===== src/rtl/reg_err_log_reader_if.sv =====
// rtl/reg_err_log_reader_if.sv - log stream and firmware pop bus for reg_err_log_reader
interface reg_err_log_reader_if #(
  parameter int REG_ADDR_WIDTH = 8,
  parameter int REG_DATA_WIDTH = 32
);
  logic                      log_valid;
  logic [REG_ADDR_WIDTH-1:0] log_addr;
  logic [REG_DATA_WIDTH-1:0] log_data;
  logic [2:0]                log_access_type;
  logic                      rd_req;
  logic                      rd_ack;
  logic [REG_ADDR_WIDTH-1:0] rd_addr;
  logic [REG_DATA_WIDTH-1:0] rd_data;
  logic [2:0]                rd_type;
  logic                      rd_empty;

  // Detector plus firmware side: drives log beats and pop requests
  modport master (
    output log_valid, log_addr, log_data, log_access_type, rd_req,
    input  rd_ack, rd_addr, rd_data, rd_type, rd_empty
  );

  // Log reader side
  modport slave (
    input  log_valid, log_addr, log_data, log_access_type, rd_req,
    output rd_ack, rd_addr, rd_data, rd_type, rd_empty
  );
endinterface


===== src/rtl/reg_err_log_reader.sv =====
// rtl/reg_err_log_reader.sv - register error log FIFO, alert latch and coalesced irq (option: REG_ERR_LOG_FILTER_EN)
module reg_err_log_reader #(
  parameter int REG_ADDR_WIDTH = 8,
  parameter int REG_DATA_WIDTH = 32,
  parameter int FIFO_DEPTH     = 16,
  parameter int IRQ_THRESH     = 4,
  parameter int IRQ_TIMEOUT    = 255
) (
  input  logic                         clk,
  input  logic                         rst_n,
  reg_err_log_reader_if.slave          bus_if,
  input  logic                         alert_line_i,
  input  logic                         alert_ack_i,
  input  logic                         irq_clr_i,
  output logic [$clog2(FIFO_DEPTH):0]  fifo_count_o,
  output logic [15:0]                  overflow_cnt_o,
  output logic [15:0]                  crit_cnt_o,
  output logic                         alert_latched_o,
  output logic                         irq_o
);
  localparam int AW = $clog2(FIFO_DEPTH);
  localparam int EW = REG_ADDR_WIDTH + REG_DATA_WIDTH + 3;
  localparam int TW = $clog2(IRQ_TIMEOUT + 1);

  typedef enum logic [1:0] {IDLE, ACCUM, ASSERT} irq_state_e;

  logic [EW-1:0]             mem_q [FIFO_DEPTH];
  logic [AW:0]               wr_ptr_q, wr_ptr_d, rd_ptr_q, rd_ptr_d;
  logic [AW:0]               count;
  logic                      empty, full, push_en, pop_en, accept, drop, is_crit;
  logic [EW-1:0]             head;
  logic                      rd_ack_q, rd_ack_d, rd_empty_q, rd_empty_d;
  logic [EW-1:0]             rd_entry_q, rd_entry_d;
  logic [15:0]               overflow_q, overflow_d, crit_q, crit_d;
  logic                      alert_q, alert_d, alert_seen_q, alert_rise;
  irq_state_e                state_q, state_d;
  logic [TW-1:0]             timer_q, timer_d;

`ifdef REG_ERR_LOG_FILTER_EN
  // "none" beats carry no error information and never reach the FIFO
  assign push_en = bus_if.log_valid && (bus_if.log_access_type != 3'd0);
`else
  assign push_en = bus_if.log_valid;
`endif

  // Wrap bit distinguishes full from empty when the index bits match
  assign count   = wr_ptr_q - rd_ptr_q;
  assign empty   = (wr_ptr_q == rd_ptr_q);
  assign full    = (wr_ptr_q[AW] != rd_ptr_q[AW]) && (wr_ptr_q[AW-1:0] == rd_ptr_q[AW-1:0]);
  assign pop_en  = bus_if.rd_req && !empty;
  assign accept  = push_en && (!full || pop_en);
  assign drop    = push_en && !accept;
  assign is_crit = (bus_if.log_access_type == 3'd3) || (bus_if.log_access_type == 3'd4) ||
                   (bus_if.log_access_type == 3'd6);
  assign head    = mem_q[rd_ptr_q[AW-1:0]];
  assign alert_rise = alert_q && !alert_seen_q;

  // FIFO pointers, pop response, saturating counters and alert latch next state
  always_comb begin
    wr_ptr_d   = accept ? wr_ptr_q + 1'b1 : wr_ptr_q;
    rd_ptr_d   = pop_en ? rd_ptr_q + 1'b1 : rd_ptr_q;
    rd_ack_d   = bus_if.rd_req;
    rd_empty_d = bus_if.rd_req && empty;
    rd_entry_d = pop_en ? head : '0;
    overflow_d = overflow_q;
    crit_d     = crit_q;
    alert_d    = alert_q;
    if (drop && overflow_q != 16'hFFFF) overflow_d = overflow_q + 16'd1;
    if (accept && is_crit && crit_q != 16'hFFFF) crit_d = crit_q + 16'd1;
    if (alert_line_i) alert_d = 1'b1;
    else if (alert_ack_i) alert_d = 1'b0;
  end

  // Entry storage; contents are don't-care until written, so no reset
  always_ff @(posedge clk) begin
    if (accept) mem_q[wr_ptr_q[AW-1:0]] <= {bus_if.log_access_type, bus_if.log_data, bus_if.log_addr};
  end

  // Datapath and FSM state registers
  always_ff @(posedge clk or negedge rst_n) begin
    if (!rst_n) begin
      wr_ptr_q     <= '0;
      rd_ptr_q     <= '0;
      rd_ack_q     <= 1'b0;
      rd_empty_q   <= 1'b0;
      rd_entry_q   <= '0;
      overflow_q   <= '0;
      crit_q       <= '0;
      alert_q      <= 1'b0;
      alert_seen_q <= 1'b0;
      state_q      <= IDLE;
      timer_q      <= '0;
    end else begin
      wr_ptr_q     <= wr_ptr_d;
      rd_ptr_q     <= rd_ptr_d;
      rd_ack_q     <= rd_ack_d;
      rd_empty_q   <= rd_empty_d;
      rd_entry_q   <= rd_entry_d;
      overflow_q   <= overflow_d;
      crit_q       <= crit_d;
      alert_q      <= alert_d;
      alert_seen_q <= alert_q;
      state_q      <= state_d;
      timer_q      <= timer_d;
    end
  end

  // IRQ coalescing: wait in ACCUM for threshold, age timeout or a new alert
  always_comb begin
    state_d = state_q;
    timer_d = timer_q;
    case (state_q)
      IDLE: begin
        timer_d = '0;
        if (alert_rise) state_d = ASSERT;
        else if (count != '0) state_d = ACCUM;
      end
      ACCUM: begin
        timer_d = timer_q + 1'b1;
        if (alert_rise) begin
          state_d = ASSERT;
          timer_d = '0;
        end else if (count == '0) begin
          state_d = IDLE;
          timer_d = '0;
        end else if (count >= (AW+1)'(IRQ_THRESH) || timer_q == TW'(IRQ_TIMEOUT - 1)) begin
          state_d = ASSERT;
          timer_d = '0;
        end
      end
      ASSERT: begin
        if (irq_clr_i) begin
          timer_d = '0;
          state_d = (count != '0) ? ACCUM : IDLE;
        end
      end
      default: begin
        state_d = IDLE;
        timer_d = '0;
      end
    endcase
  end

  assign bus_if.rd_ack   = rd_ack_q;
  assign bus_if.rd_empty = rd_empty_q;
  assign bus_if.rd_addr  = rd_entry_q[REG_ADDR_WIDTH-1:0];
  assign bus_if.rd_data  = rd_entry_q[REG_ADDR_WIDTH +: REG_DATA_WIDTH];
  assign bus_if.rd_type  = rd_entry_q[EW-1 -: 3];
  assign fifo_count_o    = count;
  assign overflow_cnt_o  = overflow_q;
  assign crit_cnt_o      = crit_q;
  assign alert_latched_o = alert_q;
  assign irq_o           = (state_q == ASSERT);
endmodule

===== src/flat_wrapper.sv =====
// flat-port wrapper written by rule: the top's interface ports become plain ports
module reg_err_log_reader_flat 
#(
  parameter int REG_ADDR_WIDTH = 8,
  parameter int REG_DATA_WIDTH = 32,
  parameter int FIFO_DEPTH     = 16,
  parameter int IRQ_THRESH     = 4,
  parameter int IRQ_TIMEOUT    = 255
)
  (clk, rst_n, alert_line_i, alert_ack_i, irq_clr_i, fifo_count_o, overflow_cnt_o, crit_cnt_o, alert_latched_o, irq_o, bus_if_log_valid, bus_if_log_addr, bus_if_log_data, bus_if_log_access_type, bus_if_rd_req, bus_if_rd_ack, bus_if_rd_addr, bus_if_rd_data, bus_if_rd_type, bus_if_rd_empty);
  reg_err_log_reader_if #(.REG_ADDR_WIDTH(REG_ADDR_WIDTH), .REG_DATA_WIDTH(REG_DATA_WIDTH)) bus_if_i ();
  input  logic clk;
  input  logic rst_n;
  input  logic alert_line_i;
  input  logic alert_ack_i;
  input  logic irq_clr_i;
  output logic [$clog2(FIFO_DEPTH):0] fifo_count_o;
  output logic [15:0] overflow_cnt_o;
  output logic [15:0] crit_cnt_o;
  output logic alert_latched_o;
  output logic irq_o;
  input wire logic [$bits(bus_if_i.log_valid)-1:0] bus_if_log_valid;
  input wire logic [$bits(bus_if_i.log_addr)-1:0] bus_if_log_addr;
  input wire logic [$bits(bus_if_i.log_data)-1:0] bus_if_log_data;
  input wire logic [$bits(bus_if_i.log_access_type)-1:0] bus_if_log_access_type;
  input wire logic [$bits(bus_if_i.rd_req)-1:0] bus_if_rd_req;
  output wire logic [$bits(bus_if_i.rd_ack)-1:0] bus_if_rd_ack;
  output wire logic [$bits(bus_if_i.rd_addr)-1:0] bus_if_rd_addr;
  output wire logic [$bits(bus_if_i.rd_data)-1:0] bus_if_rd_data;
  output wire logic [$bits(bus_if_i.rd_type)-1:0] bus_if_rd_type;
  output wire logic [$bits(bus_if_i.rd_empty)-1:0] bus_if_rd_empty;
  assign bus_if_i.log_valid = bus_if_log_valid;
  assign bus_if_i.log_addr = bus_if_log_addr;
  assign bus_if_i.log_data = bus_if_log_data;
  assign bus_if_i.log_access_type = bus_if_log_access_type;
  assign bus_if_i.rd_req = bus_if_rd_req;
  assign bus_if_rd_ack = bus_if_i.rd_ack;
  assign bus_if_rd_addr = bus_if_i.rd_addr;
  assign bus_if_rd_data = bus_if_i.rd_data;
  assign bus_if_rd_type = bus_if_i.rd_type;
  assign bus_if_rd_empty = bus_if_i.rd_empty;
  reg_err_log_reader #(.REG_ADDR_WIDTH(REG_ADDR_WIDTH), .REG_DATA_WIDTH(REG_DATA_WIDTH), .FIFO_DEPTH(FIFO_DEPTH), .IRQ_THRESH(IRQ_THRESH), .IRQ_TIMEOUT(IRQ_TIMEOUT)) u_core (.clk(clk), .rst_n(rst_n), .bus_if(bus_if_i), .alert_line_i(alert_line_i), .alert_ack_i(alert_ack_i), .irq_clr_i(irq_clr_i), .fifo_count_o(fifo_count_o), .overflow_cnt_o(overflow_cnt_o), .crit_cnt_o(crit_cnt_o), .alert_latched_o(alert_latched_o), .irq_o(irq_o));
endmodule

===== config.mk =====
export PLATFORM = sky130hd
export DESIGN_NAME = reg_err_log_reader_flat
export DESIGN_NICKNAME = d
export VERILOG_FILES = /design/src/rtl/reg_err_log_reader_if.sv /design/src/rtl/reg_err_log_reader.sv /design/src/flat_wrapper.sv
export SDC_FILE = /design/constraint.sdc
export NUM_CORES = 1
export LEC_CHECK = 0
export CAP_MARGIN = 20
export CELL_PAD_IN_SITES_DETAIL_PLACEMENT = 1
export CELL_PAD_IN_SITES_GLOBAL_PLACEMENT = 1
export CORE_UTILIZATION = 25
export DETAILED_ROUTE_END_ITERATION = 7
export PLACE_DENSITY = 0.43
export SYNTH_ARGS = -nofsm -noshare
export SYNTH_HDL_FRONTEND = slang
export SYNTH_SLANG_ARGS = --single-unit

===== constraint.sdc =====
create_clock -name clk -period 7.2 [get_ports clk]
set_input_delay 2.16 -clock clk [delete_from_list [all_inputs] [get_ports clk]]
set_output_delay 2.16 -clock clk [all_outputs]
set_load 0.05 [all_outputs]

==> results.py <==
metrics = {
    "outcome": {
        "status": "completed",
    },
    "floorplanning": {
        "rows": 127,
        "start_util_pct": 25.2,
        "io_pins": 134,
        "die_area_um2": 123000,
        "die_w_um": 350,
        "core_area_um2": 120000,
        "die_h_um": 350,
    },
    "critical_path": {
        "cp_cell_sequence": "inv_1, ha_1, inv_1, fa_1, nand2_1, nand2b_1, a21oi_1, xnor2_1, clkdlybuf4s50_1",
        "path_class": "reg2out",
        "timing.rr.start": "u_core.rd_ptr_q[2]$_DFFE_PN0P_",
        "critPathMaxFanout": 4,
        "regToRegEndpoint": "u_core.mem_q[11][26]$_DFFE_PP_",
        "cp_num_buf_inv": 3,
        "crit_arrival_ns": 3.24,
        "crit_path_frequent_cell": "inv_1",
        "start_kind": "register",
        "cpMaxStageDelayCell": "clkdlybuf4s50_1",
        "cp.required_ns": 5.04,
        "r2r_slack_ns": 3.14,
        "crit_family": "buffers and inverters",
        "worst-path-stages": 9,
        "r2r_cells": 7,
        "end_kind": "output port",
        "cpPeakStageDelay_ns": 0.83,
    },
    "routing": {
        "vias_per_cell": 4.33,
        "drc": 0,
        "ant_nets": 0,
        "wire_per_inst_um": 23.6,
        "drt_iter0_drc": 850,
        "drtPass1Iterations": 4,
        "drt-total-wl_mm": 76.3,
        "num_vias": 14006,
    },
    "global_routing": {
        "grt_max_degree": 131,
        "grt_pass1_wl_mm": 112,
        "grt_overflow_total": 0,
        "antenna_found_initial": 2,
        "grt_usage_pct": 12.6,
        "grt_pass1_vias": 15603,
    },
    "job": {
        "drv_cap": 0,
    },
    "timing": {
        "slew_viol_final": 0,
        "rsz0062_at_grt": "no",
        "max_slew_margin_pct": 33.0,
        "post-route-min-period_ns": 5.40,
        "tightestPinTransition_ns": 1.00,
        "totalNegativeSetupSlack_ns": 0,
        "fin_ws_ns": 1.80,
        "final_hold_viol_count": 0,
        "clock_skew_ns": 0.0276,
        "finalCritPeriodShare_pct": 75.0,
        "finalSetupViolations": 0,
        "fmax_ghz": 0.185,
    },
    "layout": {
        "final_nets": 1610,
        "num_antenna_cells": 0,
        "seqCellArea_um2": 23100,
        "fill_cells": 12092,
        "synthToLayoutAreaGrowth_pct": 21.0,
        "fin_area_um2": 36700,
        "drive_above_1_share_pct": 24.4,
        "layoutNonFillerInstCount": 3234,
        "multi_input_area_um2": 6860,
    },
    "logic_synthesis": {
        "yosysMostFrequentCell": "edfxtp_1",
        "netlist_area_um2": 30300,
        "synth_commonest_cells": "edfxtp_1 (688), mux4_2 (201), dfrtp_1 (99), and2_1 (46), xnor2_1 (37)",
        "synthMuxAreaShare_pct": 16.3,
        "ys_seq_elements": 787,
        "synth_edf_count": 688,
        "synthXorXnorAreaFrac_pct": 1.30,
        "yosys_most_used_dff": "edfxtp_1",
        "yosysSeqAreaShare_pct": 76.3,
        "synth_top_area_share_pct": 68.1,
        "synth_area_leaders": "edfxtp_1 (68%), mux4_2 (15%), dfrtp_1 (8.2%)",
        "synth_cells": 1352,
        "yosysUniqueCellTypes": 52,
        "synthSimpleGateAreaFrac_pct": 3.23,
        "yosysTopAreaCell": "edfxtp_1",
        "async_flop_share_pct": 12.6,
        "yosysWarnings": 0,
        "mappedNetlistNets": 1416,
        "synthAdderAreaFrac_pct": 0.603,
        "synth_compound_area_share_pct": 0.801,
        "syn_avg_cell_area_um2": 22.4,
        "synth_top_family_by_area": "multiplexers",
    },
    "clock_network": {
        "cts_resized": 0,
        "clock_latency_ns": 0.65,
        "clk_pin_slew_ns": 0.06,
        "cts_buffers": 91,
        "clock_sinks": 787,
        "cts_root_buffer": "clkbuf_16",
        "cts.path.max_buffers": 3,
        "htreeDepth": 3,
        "post_cts_buffers": 0,
        "cts-hold-fix-buffers": 0,
        "cts_tree": "done",
    },
    "worst_hold_path": {
        "hp-class": "reg2reg",
        "whs_path_depth": 0,
        "hp-start": "u_core.alert_latched_o$_DFFE_PN0P_",
        "hold_end": "u_core.alert_seen_q$_DFF_PN0_",
    },
    "place": {
        "hpwlAfterDp_mm": 44.3,
        "portBuffers": 133,
        "place_congestion": 0.707,
        "preCtsSetupSlack_ns": 1.82,
        "dp_cells": 3065,
        "place_area_um2": 33600,
    },
    "power_and_ir_drop": {
        "peakVddDrop_mv": 0.348,
        "leakagePower_uw": 0.0117,
        "power_density_nw_per_um2": 405,
        "finalPower_uw": 14800,
    },
}
[registers in the layout, indices dropped and copies added, names as in the netlist, 2 cells and up]
name                   count
u_core.mem_q             688
u_core.rd_entry_q         43
u_core.crit_cnt_o         16
u_core.overflow_cnt_o     16
u_core.timer_q             8
u_core.rd_ptr_q            5
u_core.wr_ptr_q            5
u_core.state_q             2
[worst max-delay path by stage]
stage,startpoint,end,slack [ns]
floorplan,bus_if_log_valid,u_core.mem_q[3][0]$_DFFE_PP_,1.06
global placement,bus_if_rd_req,u_core.mem_q[4][16]$_DFFE_PP_,1.81
detailed placement,bus_if_rd_req,u_core.mem_q[11][32]$_DFFE_PP_,1.82
CTS,u_core.rd_ptr_q[2]$_DFFE_PN0P_,fifo_count_o[4],1.70
global route,u_core.wr_ptr_q[0]$_DFFE_PN0P_,fifo_count_o[4],1.53
finish,u_core.wr_ptr_q[0]$_DFFE_PN0P_,fifo_count_o[4],1.80
[through the flow]
step	hold WS [ns]	util [%]
finish	0.429	30.5
global route	0.445	30.5
CTS	0.440	30.5
detailed placement	0.418	28.0
global placement	0.407	28.0
floorplan	0.498	-
[cells by family after synthesis]
logic type,after synthesis
XOR/XNOR,45
flip-flops,787
multiplexers,219
adder cells (fa/ha/maj),14
AND/OR/NAND/NOR,181
AO/OA/AOI/OAI,32
buffers and inverters,74
[final cells by class]
class	instances	share of cell area (%)
clock buffer	123	6.90
clock inverter	46	1.34
inverter	14	0.150
multi-input combinational	491	18.7
sequential	787	63.1
tap	1612	5.50
timing repair buffer	161	4.28
[where the power goes]
part / internal, uW / leakage (uW) / switching, uW
Clock: 2790 / 0.00147 / 1860
Combinational: 1880 / 0.00274 / 2590
Sequential: 5530 / 0.00751 / 189
Total: 10200 / 0.0117 / 4640
[routing by layer]
layer | track usage [%] | vias up | routed length [um]
li1 | - | 6012 | -
met1 | 16.6 | 7634 | 33700
met2 | 21.3 | 259 | 38300
met3 | 2.30 | 99 | 2830
met4 | 3.10 | 2 | 1460
met5 | 0 | - | 20
[cell usage in the layout, fill, tap and decap left out, types with 4 or more instances in the layout]
cell type,instances
a21oi_1,6
and2_1,46
and3_1,9
buf_4,26
bufinv_16,9
clkbuf_1,22
clkbuf_16,94
clkbuf_8,7
clkdlybuf4s50_1,132
clkinv_1,12
clkinv_2,15
clkinvlp_4,4
dfrtp_1,96
edfxtp_1,688
ha_1,13
inv_1,13
mux2_2,4
mux4_1,14
mux4_2,201
nand2_1,32
nand2b_1,5
nand3_1,18
nand4_1,20
nor2_1,11
nor2_4,12
nor2b_1,6
nor3_1,6
nor3_2,4
o2111ai_1,5
o21ai_0,6
xnor2_1,37
xor2_1,8
Power figures use the tool's default switching activity.
